### config.mk
export PLATFORM = sky130hd
export DESIGN_NAME = lane_serializer
export DESIGN_NICKNAME = d
export VERILOG_FILES = /design/src/rtl/lane_serializer.sv
export SDC_FILE = /design/constraint.sdc
export NUM_CORES = 1
export LEC_CHECK = 0
export CAP_MARGIN = 25
export CORE_ASPECT_RATIO = 1.1
export CORE_MARGIN = 2
export CORE_UTILIZATION = 29
export DETAILED_ROUTE_END_ITERATION = 6
export PLACE_DENSITY = 0.65
export SYNTH_ARGS = -nofsm -noshare
export SYNTH_HDL_FRONTEND = slang
export SYNTH_HIERARCHICAL = 1
export SYNTH_SLANG_ARGS = --single-unit
### constraint.sdc
create_clock -name clk -period 1.7 [get_ports clk]
set_input_delay 0.255 -clock clk [delete_from_list [all_inputs] [get_ports clk]]
set_output_delay 0.255 -clock clk [all_outputs]
set_load 0.1 [all_outputs]
### src/rtl/lane_serializer.sv
// Word-to-lane serializer: accepts one packed word of N lanes and streams
// lanes 0..in_count out one per cycle, both sides under valid/ready.

module mux_n_1 #(
  parameter int WIDTH  = 8,
  parameter int LOG2_N = 2
) (
  input  logic [LOG2_N-1:0]          sel,
  input  logic [(WIDTH<<LOG2_N)-1:0] data,
  output logic [WIDTH-1:0]           y
);

  // NOTE: assign a default before any conditional write in always_comb so no path leaves y unassigned (latch).
  always_comb begin
    y = '0;
    for (int k = 0; k < (1 << LOG2_N); k++) begin
      if (sel == k[LOG2_N-1:0]) y = data[k*WIDTH +: WIDTH];
    end
  end

endmodule

module lane_serializer #(
  parameter  int WIDTH    = 8,
  parameter  int LOG2_N   = 2,
  localparam int N        = 1 << LOG2_N,
  localparam int IN_WIDTH = N * WIDTH
) (
  input  logic                clk,
  input  logic                reset_n,
  input  logic                in_valid,
  output logic                in_ready,
  input  logic [IN_WIDTH-1:0] in_data,
  input  logic [LOG2_N-1:0]   in_count,
  output logic                out_valid,
  input  logic                out_ready,
  output logic [WIDTH-1:0]    out_data,
  output logic [LOG2_N-1:0]   out_sel,
  output logic                out_last
);

  logic [IN_WIDTH-1:0] word_q,     word_d;
  logic [LOG2_N-1:0]   last_idx_q, last_idx_d;
  logic [LOG2_N-1:0]   sel_q,      sel_d;
  logic                busy_q,     busy_d;
  logic                in_fire, out_fire;

  // NOTE: state registers use non-blocking assignments only; word_q is reset too, so out_data reads 0 out of reset.
  always_ff @(posedge clk or negedge reset_n) begin
    if (!reset_n) begin
      word_q     <= '0;
      last_idx_q <= '0;
      sel_q      <= '0;
      busy_q     <= 1'b0;
    end else begin
      word_q     <= word_d;
      last_idx_q <= last_idx_d;
      sel_q      <= sel_d;
      busy_q     <= busy_d;
    end
  end

  // A new word wins over advancing/finishing the current one, which lets
  // the last lane and the next word share a cycle.
  always_comb begin
    word_d     = word_q;
    last_idx_d = last_idx_q;
    sel_d      = sel_q;
    busy_d     = busy_q;
    if (in_fire) begin
      word_d     = in_data;
      last_idx_d = in_count;
      sel_d      = '0;
      busy_d     = 1'b1;
    end else if (out_fire && !out_last) begin
      sel_d      = sel_q + 1'b1;
    end else if (out_fire && out_last) begin
      busy_d     = 1'b0;
    end
  end

  always_comb begin
    out_valid = busy_q;
    out_sel   = sel_q;
    out_last  = busy_q && (sel_q == last_idx_q);
    out_fire  = out_valid && out_ready;
    in_ready  = !busy_q || (out_fire && out_last);
    in_fire   = in_valid && in_ready;
  end

  mux_n_1 #(
    .WIDTH  (WIDTH),
    .LOG2_N (LOG2_N)
  ) u_mux (
    .sel  (sel_q),
    .data (word_q),
    .y    (out_data)
  );

endmodule

==> results.md, run 1 <==
- Along the worst path, the maximum fanout reaches 8.
- The post-DP HPWL is 2830 um.
- The fraction of the mapped netlist area in compound gates is 0.0498.
- After the last flow step, the layout net total stands at 225.
- The post-synthesis cell type count is 26.
- The mux cell area share after synthesis is 0.349.
- Setup repair after global routing could not meet its margin everywhere.
- After floorplanning, the core was divided into 30 placement rows.
- The via count normalized by instance count is 4.58.
- The die covers between 7000 and 8000 um^2.
- Measured along the x axis, the die boundary spans 80.3 um.
- The relative max-transition margin is 0.644.
- Traced cell by cell, the critical path runs through xor2_4, o41a_4, buf_6, buf_12, mux2_4.
- The highest achievable clock rate is 517 MHz.
- The critical path is of the reg -> reg type.
- During synthesis, Yosys emitted a total of 6 warnings.
- The sequential-to-total area share from yosys stat is 0.498.
- The proportion of layout cells with a drive suffix above 1 is 0.500.
- The final reports fail on negative setup slack.
- The global-route wire length before repair is 7100 um.
- The total global-route track usage is 0.137.
- The count of final max-slew check failures was 0.
- In the final routed layout, each cell accounts on average for 16.1 um.
- The global placer's final weighted congestion is 0.715.
- The dominant cell by count in the synthesized netlist is dfrtp_1.
- For this design the top-level I/O count stands at 51.
- Subtracting the final worst setup slack from the clock period gives 1.93 ns.
- In the finished design, the share of the clock period the worst path needs comes to 1.14.
- The initial antenna violation count is 0.
- The number of DRC markers in iteration 0 is 58.
- The share of synthesized cell area in full adder, half adder and majority cells is 0.
- The length of the first detailed-routing pass in iterations is 4.
- For this configuration, the core starts out at a cell density of 0.300.
- Buffers placed on the I/O ports in this run total 50.
- Of the total synthesized cell area, the portion taken by XOR and XNOR cells is 0.0135.
- For this run the aggregate overflow at the end of global routing stands at 0.
- The detailed router placed 1228 vias in this run.
- The clock passes through at most 2 buffers.
- STA puts the critical path data required time at approximately 1.9 ns.
- The via count of the first global-routing pass is 1360.
- The number of buffers and inverters on the critical path is 2.
- By area the synthesized netlist is led by dfrtp_1 50%, mux2_4 23%, mux4_2 9.7%.
- The worst hold path belongs to the class in -> async.
- The tool flagged a number of max-cap violations equal to 0.
- The dominant delay contributor by cell family on the critical path is compound AO/OA/AOI/OAI gates.
- The summed instance area of the synthesized netlist is 1860 um^2.
- The final layout contains routed wiring with a total length of 4320 um.
- A synthesized cell averages 16.3 um^2.
- In the routed design, unresolved DRC markers number 0.
- The H-tree generated during clock tree synthesis spans 2 levels.
- TritonCTS created 5 clock buffers.
- The dominant register cell in the synthesized netlist is dfrtp_1.
- The tree is rooted in a clkbuf_8.
- The flow ran to the end, but the final reports show violations.
- The commonest cells after synthesis are 37 x dfrtp_1, 29 x mux2_4, 8 x mux4_2, 5 x inv_1, 4 x nand2_1.
- The async set-reset flop share out of synthesis is 1.00.
- Of all cell types, the one taking the most synthesized area is dfrtp_1.
- Of the total synthesized cell area, the portion taken by AND, OR, NAND and NOR gates is 0.0296.
- The die height is 88.0 um.
- The antenna diode count is 0.
- The largest clock skew in the final design is between 0.01 and 0.015 ns.
- The highest cell delay on the worst timing path is ~0.54 ns.
- STA classifies the critical path startpoint as a flop.
- After synthesis the netlist holds a flip-flop and latch count of 37.
- TritonCTS built the clock tree.
- The layout-stage area growth over the synthesis result is 57.9%.
- The number of enable flip-flop cells after synthesis is 0.
- The transition at the pin with the smallest max-transition slack is around 0.53 ns.
- The count of endpoints failing setup in the final report is 42.
- The utilization after layout is 0.474.
- Synthesis produced a netlist with a net count of 152.
- Clock-pin slew was measured on the worst setup and hold paths at 0.08 ns.
- The clock sink count is 37.
- Counting every instance in the synthesized netlist gives 114.
- In this run the remaining antenna-violating nets after routing total 0.
- The number of endpoints with negative hold slack in the final report is 0.
- Entering global routing, the biggest net connects 24 pins.
- The arrival time at the worst endpoint is 2.11 ns.
- The core region is 6190 um^2.
- The share of synthesized area in the top cell type comes to 0.498.
- The clock reaches the later pin of the worst-skew pair after between 0.2 and 0.3 ns.
- The nature of the critical path endpoint is a flop.
- The main combinational cell family by area after synthesis is multiplexers.
- In the post-route analysis, the smallest setup slack over all paths is -0.235 ns.
- On the critical path, the stage with the largest delay is an instance of o41a_4.
[per-stage QoR]
step | worst slack (ns) | hold WS, ns | area [um^2] | TNS [ns] | instances
after floorplan | -0.354 | -0.0406 | 1900 | -9.95 | 114
after global placement | -0.299 | 0.271 | 2660 | -9.57 | 251
after detailed placement | -0.305 | 0.272 | 2660 | -9.58 | 251
after CTS | -0.236 | 0.484 | 2940 | -6.80 | 268
after global routing | -0.281 | 0.500 | 2930 | -8.98 | 268
final | -0.235 | 0.468 | 2930 | -6.99 | 268
[final cells by class]
cell class	instances	area (um^2)
well taps	80	100
inverters	5	18.8
flip-flops and latches	37	935
clock inverters	3	46.3
multi-input cells	65	875
fillers	538	3260
repair buffers	73	891
clock buffers	5	68.8
[logic make-up after synthesis]
logic type / after synthesis
AO/OA/AOI/OAI: 12
XOR/XNOR: 2
multiplexers: 40
flip-flops: 37
buffers and inverters: 12
AND/OR/NAND/NOR: 11
[worst paths after layout]
check | from | endpoint | slack (ns) | cells after the start
worst min-delay path | reset_n | word_q[3] | 0.47 | 2
worst min register to register | word_q[14] | word_q[14] | 0.51 | 1
worst max register to register | out_sel[0] | word_q[17] | -0.23 | 5
min in group clk | word_q[14] | word_q[14] | 0.51 | 1
max in group asynchronous | reset_n | word_q[6] | 0.62 | 3
worst max-delay path | out_sel[0] | word_q[17] | -0.23 | 5
[per-layer routing]
metal | GRT usage | share of wire | vias to the layer above
met5 | 0 | 0 | -
met4 | 0.0493 | 0.011 | 0
met3 | 0.0474 | 0.068 | 4
met2 | 0.216 | 0.49 | 41
met1 | 0.176 | 0.43 | 619
li1 | - | - | 564
[what timing repair did]
action,4_1_cts,5_1_grt
cloned,3,0
resized for setup,13,9
pin swaps,2,2
endpoints found under the setup margin,42,43
setup buffers,5,3
endpoints found under the hold margin,22,0
hold buffers,1,0
[state kept, by name (all words and copies together) (netlist names)]
signal,count
last_idx_q,2
word_q,32
out_sel,2
out_valid,1
[cells in the final DEF, fill, tap and decap left out]
| master | instances |
|---|---|
| nand2b_1 | 1 |
| buf_12 | 19 |
| inv_2 | 1 |
| nand3b_1 | 1 |
| clkinv_4 | 1 |
| dlygate4sd3_1 | 1 |
| xor2_4 | 1 |
| dfrtp_1 | 34 |
| and3_1 | 1 |
| clkdlybuf4s50_1 | 36 |
| xor2_2 | 1 |
| o21ai_0 | 2 |
| clkinvlp_4 | 1 |
| o31ai_1 | 2 |
| nand3_1 | 2 |
| o32ai_1 | 1 |
| o311ai_0 | 1 |
| buf_2 | 1 |
| o31ai_4 | 1 |
| o41a_4 | 1 |
| mux4_2 | 8 |
| a311o_1 | 1 |
| clkbuf_8 | 5 |
| dfrtp_4 | 2 |
| and2_4 | 1 |
| nor2_4 | 1 |
| mux2_4 | 29 |
| buf_6 | 4 |
| a31oi_1 | 2 |
| buf_4 | 12 |
| nand2_1 | 4 |
| inv_1 | 4 |
| bufinv_16 | 1 |
| mux2_2 | 3 |
| a22o_1 | 1 |
| dfrtp_2 | 1 |
Power of run 1 is not shown: default switching activity piles up to over one toggle a cycle in this logic, so the estimate is an artifact.
==> inputs of run 2 (changes only) <==
PLACE_DENSITY = default   (was 0.65)
PLACE_DENSITY_LB_ADDON = 0.12   (was default)
==> results.md, run 2 (same netlist as run 1, synthesis figures left out) <==
- The final net count is 228 (+1.3%).
- The total global-route track usage is 0.142 (+0.00491).
- The number of ports placed on the die boundary came to 51 (unchanged).
- The clock sink count is 37 (unchanged).
- The initial standard-cell utilization of the core came to 0.300 (unchanged).
- The die height is 88.0 um (unchanged).
- The site row count was 30 (unchanged).
- The number of filler cells placed in the layout is 547 (+1.7%).
- The number of endpoints with negative hold slack in the final report is 0 (unchanged).
- The count of endpoints failing setup in the final report is 43 (+2.4%).
- The placeable core region is 6190 um^2 (unchanged).
- The post-layout worst setup margin is -0.246 ns (-0.0112 ns).
- The clock latency on the worst-skew pair is 0.29 ns (about the same).
- The arrival time at the worst endpoint came to 2.12 ns (about the same).
- The via count of the first global-routing pass is 1313 (-3.5%).
- The number of buffer cells added on primary ports came to 50 (unchanged).
- The maximum number of pins on one net before global-route repair came to 21 (-13%).
- The x dimension of the die is 80.3 um (unchanged).
- The checks that failed: negative setup slack.
- The flip-flop count of the largest register after layout is 32 (unchanged).
- The antenna diode count is 0 (unchanged).
- The die area came to 7060 um^2 (unchanged).
- The run finished, with violations left.
- The top cell types in the final layout, fill and taps aside, are 36 x clkdlybuf4s50_1, 34 x dfrtp_1, 29 x mux2_4.
- The maximum buffer depth of the clock tree was 2 (unchanged).
- The number of cells in the finished layout apart from fillers is 271 (+1.1%).
- Clock tree synthesis selected as its root buffer the cell clkbuf_8.
- The total routed wirelength was 4530 um (+4.8%).
- The count of placed standard cells including taps is 251 (unchanged).
- The area growth from synthesis to layout is 61.5%.
- The path type of the worst min-delay path is in -> async.
- The ratio of final minimum period to clock period is 1.14 (+0.00659).
- The maximum net fanout on the critical path was 5 (-3).
- The initial antenna violation count is 0 (unchanged).
- The number of DRC markers in iteration 0 is 41 (-29%).
- Setup repair after global routing could not meet its margin everywhere.
- The final global-route overflow total was 0 (unchanged).
- The final critical delay including setup and external delays came to 1.95 ns (+0.0112 ns).
- The global placer's final weighted congestion is 0.758 (+6.0%).
- The number of vias in the routed layout is 1225 (-0.24%).
- The remaining antenna violation count is 0 (unchanged).
- The length of the first detailed-routing pass in iterations is 4 (unchanged).
- The number of max-cap violations is 0 (unchanged).
- The routed wirelength normalized by instance count is 16.7 um (+3.7%).
- The register containing the most flip-flops in the final layout is word_q.
- The DRC violation count after routing came to 0 (unchanged).
- The worst setup path is captured at a flop.
- The highest achievable clock rate is 514 MHz (-0.58%).
- The transition at the pin with the smallest max-transition slack is 0.300 ns (-0.234 ns).
- Leaving out fill and tap cells, the most frequent cell in the layout is clkdlybuf4s50_1.
- The data required time at the worst endpoint was 1.87 ns (about the same).
- The CTS tree is yes.
- The number of clock buffers inserted by TritonCTS was 5 (unchanged).
- The critical setup path kind is reg -> reg.
- The relative max-transition margin is 0.797 (+0.153).
- The global-route wire length before repair is 7240 um (+1.9%).
- The proportion of layout cells with a drive suffix above 1 is 0.518 (+0.0183).
- The largest clock skew in the final design was 0.00557 ns (-0.00472 ns).
- The count of final max-slew check failures is 0 (unchanged).
- The number of levels the H-tree was split into is 2 (unchanged).
- The clock-pin slew on the worst setup and hold paths was 0.08 ns (about the same).
- The via count normalized by instance count is 4.52 (-1.3%).
- The worst setup path is launched from a flop.
- The post-DP HPWL was 2890 um (+2.3%).
run 2: worst paths after layout:
check | to | from | slack [ns] | cells after the start
hold reg to reg | word_q[19] | word_q[19] | 0.51 | 1
max in group asynchronous | out_sel[1] | reset_n | 0.98 | 3
min in group clk | word_q[19] | word_q[19] | 0.51 | 1
setup / recovery | word_q[5] | out_sel[0] | -0.25 | 5
setup reg to reg | word_q[5] | out_sel[0] | -0.25 | 5
hold / removal | last_idx_q[0] | reset_n | 0.47 | 3
run 2: area by class of cell:
class	count	area [um^2]	area share
clock buffers	6	82.6	0.0275
clock inverters	2	37.5	0.0125
inverters	5	18.8	0.00625
multi-input cells	65	883	0.294
flip-flops and latches	37	935	0.311
well taps	80	100	0.0333
repair buffers	76	945	0.315
run 2: worst max-delay path, cell delays in order (launching register included):
cell     delay, ns
dfrtp_4       0.54
xor2_4        0.18
o41a_4        0.52
buf_6         0.16
buf_16        0.13
mux2_4        0.29
run 2: per-layer routing:
layer  global-route usage  part of all wire  up-vias
met5                    0                 0        -
met4               0.0508             0.015        0
met3               0.0423             0.056        5
met2                0.218              0.48       38
met1                0.191              0.44      599
li1                     -                 -      583
run 2: repair_timing:
item / CTS / global route
endpoints found under the setup margin: 42 / 44
hold buffers: 1 / 0
hold endpoints to repair: 37 / 0
gates cloned: 4 / 1
buffers inserted: 5 / 4
gates resized for setup: 12 / 14
pin swaps: 2 / 1
run 2: metrics by stage:
step / setup WS [ns] / util / TNS, ns / hold slack (ns) / instance area, um^2
floorplan: -0.354 / - / -9.95 / -0.0406 / 1900
detailed placement: -0.267 / 0.429 / -8.20 / 0.240 / 2660
CTS: -0.236 / 0.482 / -7.20 / 0.469 / 2980
finish: -0.246 / 0.485 / -6.80 / 0.466 / 3000
global placement: -0.250 / 0.429 / -7.84 / 0.233 / 2660
global route: -0.280 / 0.485 / -8.00 / 0.499 / 3000
Power of run 2 is left out for the same reason.
